<file path="src/rtl/hd_bitop_if.sv">
// Handshake bundle for hd_bitop_pipe: operand/opcode in, result/zero/count out.
interface hd_bitop_if #(
  parameter int WIDTH = 8,
  parameter int CNT_W = 16
);
  logic             in_valid;
  logic             in_ready;
  logic [WIDTH-1:0] in_x;
  logic [1:0]       in_op;
  logic             out_valid;
  logic             out_ready;
  logic [WIDTH-1:0] out_y;
  logic             out_zero;
  logic [CNT_W-1:0] done_cnt;
  logic             busy;

  modport master (
    output in_valid, in_x, in_op, out_ready,
    input  in_ready, out_valid, out_y, out_zero, done_cnt, busy
  );

  modport slave (
    input  in_valid, in_x, in_op, out_ready,
    output in_ready, out_valid, out_y, out_zero, done_cnt, busy
  );
endinterface

</file>
<file path="src/rtl/hd_bitop_pipe.sv">
// Two-stage valid/ready pipeline around the rightmost-bit operators
// (turn off, isolate, isolate-lowest-zero, mask-through-lowest-one).
module hd_bitop_pipe #(
  parameter int WIDTH = 8,
  parameter int CNT_W = 16
) (
  input  logic         clk,
  input  logic         rst_n,
  hd_bitop_if.slave    bus
);

  logic             s1_v_q, s1_v_d;
  logic [WIDTH-1:0] x1_q, x1_d;
  logic [1:0]       op1_q, op1_d;
  logic             s2_v_q, s2_v_d;
  logic [WIDTH-1:0] y_q, y_d;
  logic             zero_q, zero_d;
  logic [CNT_W-1:0] cnt_q, cnt_d;

  logic             s2_free, s1_adv, s1_free, in_xfer, out_xfer;
  logic [WIDTH-1:0] x_m1, x_p1, x_neg, f_res;

  // Ready chain is purely combinational so a full pipe can still move every cycle.
  always_comb begin
    s2_free  = !s2_v_q || bus.out_ready;
    s1_adv   = s1_v_q && s2_free;
    s1_free  = !s1_v_q || s1_adv;
    in_xfer  = bus.in_valid && s1_free;
    out_xfer = s2_v_q && bus.out_ready;
  end

  always_comb begin
    x_m1  = x1_q - WIDTH'(1);
    x_p1  = x1_q + WIDTH'(1);
    x_neg = ~x1_q + WIDTH'(1);
    case (op1_q)
      2'd0:    f_res = x1_q & x_m1;
      2'd1:    f_res = x1_q & x_neg;
      2'd2:    f_res = ~x1_q & x_p1;
      default: f_res = x1_q ^ x_m1;
    endcase
  end

  always_comb begin
    s1_v_d = s1_v_q;
    x1_d   = x1_q;
    op1_d  = op1_q;
    if (in_xfer) begin
      s1_v_d = 1'b1;
      x1_d   = bus.in_x;
      op1_d  = bus.in_op;
    end else if (s1_adv) begin
      s1_v_d = 1'b0;
    end

    s2_v_d = s2_v_q;
    y_d    = y_q;
    zero_d = zero_q;
    if (s1_adv) begin
      s2_v_d = 1'b1;
      y_d    = f_res;
      zero_d = (f_res == '0);
    end else if (out_xfer) begin
      s2_v_d = 1'b0;
    end

    cnt_d = cnt_q + CNT_W'(out_xfer);
  end

  always_ff @(posedge clk or negedge rst_n) begin
    if (!rst_n) begin
      s1_v_q <= 1'b0;
      x1_q   <= '0;
      op1_q  <= '0;
      s2_v_q <= 1'b0;
      y_q    <= '0;
      zero_q <= 1'b0;
      cnt_q  <= '0;
    end else begin
      s1_v_q <= s1_v_d;
      x1_q   <= x1_d;
      op1_q  <= op1_d;
      s2_v_q <= s2_v_d;
      y_q    <= y_d;
      zero_q <= zero_d;
      cnt_q  <= cnt_d;
    end
  end

  assign bus.in_ready  = s1_free;
  assign bus.out_valid = s2_v_q;
  assign bus.out_y     = y_q;
  assign bus.out_zero  = zero_q;
  assign bus.done_cnt  = cnt_q;
  assign bus.busy      = s1_v_q || s2_v_q;

endmodule

</file>
<file path="src/flat_wrapper.sv">
// flat-port wrapper written by rule: the top's interface ports become plain ports
module hd_bitop_pipe_flat 
#(
  parameter int WIDTH = 8,
  parameter int CNT_W = 16
)
  (clk, rst_n, bus_in_valid, bus_in_x, bus_in_op, bus_out_ready, bus_in_ready, bus_out_valid, bus_out_y, bus_out_zero, bus_done_cnt, bus_busy);
  hd_bitop_if #(.WIDTH(WIDTH), .CNT_W(CNT_W)) bus_i ();
  input  logic clk;
  input  logic rst_n;
  input wire logic [$bits(bus_i.in_valid)-1:0] bus_in_valid;
  input wire logic [$bits(bus_i.in_x)-1:0] bus_in_x;
  input wire logic [$bits(bus_i.in_op)-1:0] bus_in_op;
  input wire logic [$bits(bus_i.out_ready)-1:0] bus_out_ready;
  output wire logic [$bits(bus_i.in_ready)-1:0] bus_in_ready;
  output wire logic [$bits(bus_i.out_valid)-1:0] bus_out_valid;
  output wire logic [$bits(bus_i.out_y)-1:0] bus_out_y;
  output wire logic [$bits(bus_i.out_zero)-1:0] bus_out_zero;
  output wire logic [$bits(bus_i.done_cnt)-1:0] bus_done_cnt;
  output wire logic [$bits(bus_i.busy)-1:0] bus_busy;
  assign bus_i.in_valid = bus_in_valid;
  assign bus_i.in_x = bus_in_x;
  assign bus_i.in_op = bus_in_op;
  assign bus_i.out_ready = bus_out_ready;
  assign bus_in_ready = bus_i.in_ready;
  assign bus_out_valid = bus_i.out_valid;
  assign bus_out_y = bus_i.out_y;
  assign bus_out_zero = bus_i.out_zero;
  assign bus_done_cnt = bus_i.done_cnt;
  assign bus_busy = bus_i.busy;
  hd_bitop_pipe #(.WIDTH(WIDTH), .CNT_W(CNT_W)) u_core (.clk(clk), .rst_n(rst_n), .bus(bus_i));
endmodule
</file>
<file path="config.mk">
export PLATFORM = sky130hd
export DESIGN_NAME = hd_bitop_pipe_flat
export DESIGN_NICKNAME = d
export VERILOG_FILES = /design/src/rtl/hd_bitop_if.sv /design/src/rtl/hd_bitop_pipe.sv /design/src/flat_wrapper.sv
export SDC_FILE = /design/constraint.sdc
export NUM_CORES = 1
export LEC_CHECK = 0
export CORE_ASPECT_RATIO = 0.5
export CORE_MARGIN = 2
export CORE_UTILIZATION = 54
export DETAILED_ROUTE_END_ITERATION = 10
export PLACE_DENSITY = 0.84
export SYNTH_ARGS = -nofsm -noshare
export SYNTH_HDL_FRONTEND = slang
export SYNTH_SLANG_ARGS = --single-unit
export TNS_END_PERCENT = 1
</file>
<file path="constraint.sdc">
create_clock -name clk -period 2.6 [get_ports clk]
set_input_delay 0.39 -clock clk [delete_from_list [all_inputs] [get_ports clk]]
set_output_delay 0.39 -clock clk [all_outputs]
set_load 0.03 [all_outputs]
</file>
==> metrics <==
Pwr Total=1830 µW; largest cells by area after synthesis=dfrtp_1 (48%), mux2_2 (6.4%), xnor2_1 (5.9%), nand2_1 (3.5%), ha_1 (3.2%); nets@finish=239; pin count of the biggest net entering global routing=38; slowest stage cell on the critical path=clkdlybuf4s50_1; Residual DRC=0; top post-synthesis cells by count=dfrtp_1 (37), nand2_1 (18), xnor2_1 (13); HPWL Detailed=2.83 mm; Fin. Hold Viols=0; cts repair resizes=0; die area=4110 µm²; most common cell in the netlist=dfrtp_1; Buffers on Ports=41; Max clock buf depth=2; Worst Tran Pin Value=0.526 ns; Total Routing Usage GR=21.2%; Final Skew=0.00433 ns; Tcrit/Tclk final=80.8%; post-synth top area cell=dfrtp_1; fmax=0.476 GHz; Die Width=88.7 µm; Worst Setup Start Kind=primary input; most used cell, CP=clkdlybuf4s50_1; Via density=5.52; Area growth syn-to-layout=25.1%; post-synth top area share=47.8%; Die H=46.4 µm; Routed Antenna Nets=0; share of layout cells above drive strength 1=11.8%; relative slew slack=65.0%; unrepaired setup endpoints after global routing=false; register area=926 µm²; Layout Cells excl Fill=272; fill cell count=275; area of the multi-input gates=915 µm²; Worst setup EP type=output port; placed inst area=2340 µm²; Mean Syn Cell Area=10.8 µm²; Synth Cell Area=1940 µm²; Cell Rows=15; number of synthesized flops with an enable pin=0; status=complete, no violations; Clk Latency, worst-skew pair=0.29 ns; Warnings, synthesis=0; first-pass iteration count of the detailed router=4; Starting Density=56.4%; Syn Inst Count=180; sequential fraction of the synthesis area=47.8%; Core Area=3430 µm²; FF+latch count, synth=37; IO Pins=42; antenna cells=0; critical path arrival=1.71 ns; first-pass GRT wire length=6.37 mm; wire length per cell=14.5 µm; Worst path max stage delay=0.68 ns; post-synth cell types=46; Critical Path RT=2.21 ns; CTS Hold Bufs=0; cell count after placement=264; met3 WL=209 µm; final instance area=2420 µm²; Hold Slack=0.478 ns; CTS Buf Count=5; # clock sinks=37; worst vdd ir=527 µV; Setup CP Type=primary input to output port; DRT iter0 DRCs=96; initial antenna violation count=0; WP buf/inv=2; postcts setup bufs=0; Crit path max-delay family=buffers and inverters; WL final=3.95 mm; vias in the first global route=1,457; Leak Pwr=0.000981 µW; crit-path max FO=3; DR vias=1,501; H-tree levels=2; ys flop type=dfrtp_1; Overflow after GRT=0; net count after synthesis=199; Setup Viol. Count Final=0; async set or reset register ratio after synthesis=100%; Max Used Layer=met4; clk root buf=clkbuf_8; post-route setup TNS=0 ns; minimum clock period=2.10 ns; CP Cell Sequence=clkdlybuf4s50_1 > nand3b_1 > clkdlybuf4s50_1; hold crit path type=register to register; maxcap violations=0; Placer Congestion=0.880; routed wl met2=1.89 mm; met1 wire length=1.81 mm; max-slew violations=0; CTS clk-pin slew, worst paths=0.07 ns; CTS tree=built; PwrDens=754 nW/µm²
## power by group
part | total, µW | switching [µW] | internal [µW] | leakage [µW]
Combinational | 612 | 333 | 279 | 0.000477
Clock | 401 | 212 | 189 | 0.0000374
Sequential | 815 | 137 | 678 | 0.000467
## tightest hold or removal path, delay by kind of cell, from the launching register on
| kind | cells | cell delay, ns |
|---|---|---|
| AOI/OAI and AO/OA | 1 | 0.05 |
| and+or+nand+nor | 1 | 0.04 |
| DFF | 1 | 0.34 |
## sequential cells by signal (all words and copies together), names as in the netlist
signal                count
u_core.s1_v_q             1
u_core.bus.out_valid      1
u_core.x1_q               8
u_core.bus.out_y          8
u_core.bus.out_zero       1
u_core.bus.done_cnt      16
u_core.op1_q              2
## area by class of cell
| class | instances | area share, % |
|---|---|---|
| Sequential cell | 37 | 38.2 |
| Inverter | 4 | 0.619 |
| Tap cell | 51 | 2.63 |
| Clock inverter | 2 | 0.619 |
| Multi-Input combinational cell | 130 | 37.7 |
| Timing Repair Buffer | 42 | 17.2 |
| Clock buffer | 6 | 2.99 |
## path summary, 6_finish.rpt
kind | from | endpoint | slack (ns) | cells past startpoint
worst min register to register | u_core.bus.out_y[0] | u_core.bus.out_y[0] | 0.48 | 2
worst max register to register | u_core.x1_q[0] | u_core.bus.out_zero | 0.65 | 6
worst max-delay path | bus_out_ready | bus_in_ready | 0.50 | 3
worst min-delay path | u_core.bus.out_y[0] | u_core.bus.out_y[0] | 0.48 | 2
min in group asynchronous | rst_n | u_core.bus.done_cnt[4] | 0.52 | 2
max in group asynchronous | rst_n | u_core.bus.out_zero | 1.75 | 2
## metrics by stage
| step | worst slack (ns) | util, % |
|---|---|---|
| global placement | 0.526 | 68.1 |
| finish | 0.499 | 70.6 |
| CTS | 0.497 | 70.6 |
| detailed placement | 0.506 | 68.1 |
| floorplan | 0.833 | - |
| global route | 0.443 | 70.6 |
## cells by family (layout without fill, tap and decap cells)
kind of cell	after synthesis	count (layout)	share of synthesized area, %
xor+xnor	14	14	6.33
compound gates	25	25	8.78
buf+inv	13	54	5.04
simple gates	74	74	22.0
flops	37	37	47.8
mux	12	12	6.91
fa+ha+maj	5	5	3.23
## cell usage in the layout, fill, tap and decap left out, types with 2 or more instances in the layout
master and n:
nand3_1 8, and3_1 3, clkinvlp_4 2, nand2b_1 4, nor3_1 4, nor3b_1 3
mux2_2 11, o21ai_0 10, nand4_1 4, o31ai_1 2, ha_1 5, nand2_1 18
nor2_1 8, o211ai_1 2, a31oi_1 2, and2_1 5, and4_1 2, xnor2_1 13
nand4b_1 3, clkbuf_8 5, inv_1 4, clkdlybuf4s50_1 41, nor4_1 2, dfrtp_1 37
## layer usage
metal | up-vias | GRT usage (%)
met3 | 5 | 7.17
met1 | 720 | 26.7
met2 | 48 | 35.1
met5 | - | 0
li1 | 728 | -
met4 | 0 | 6.97
Power figures use the tool's default switching activity.
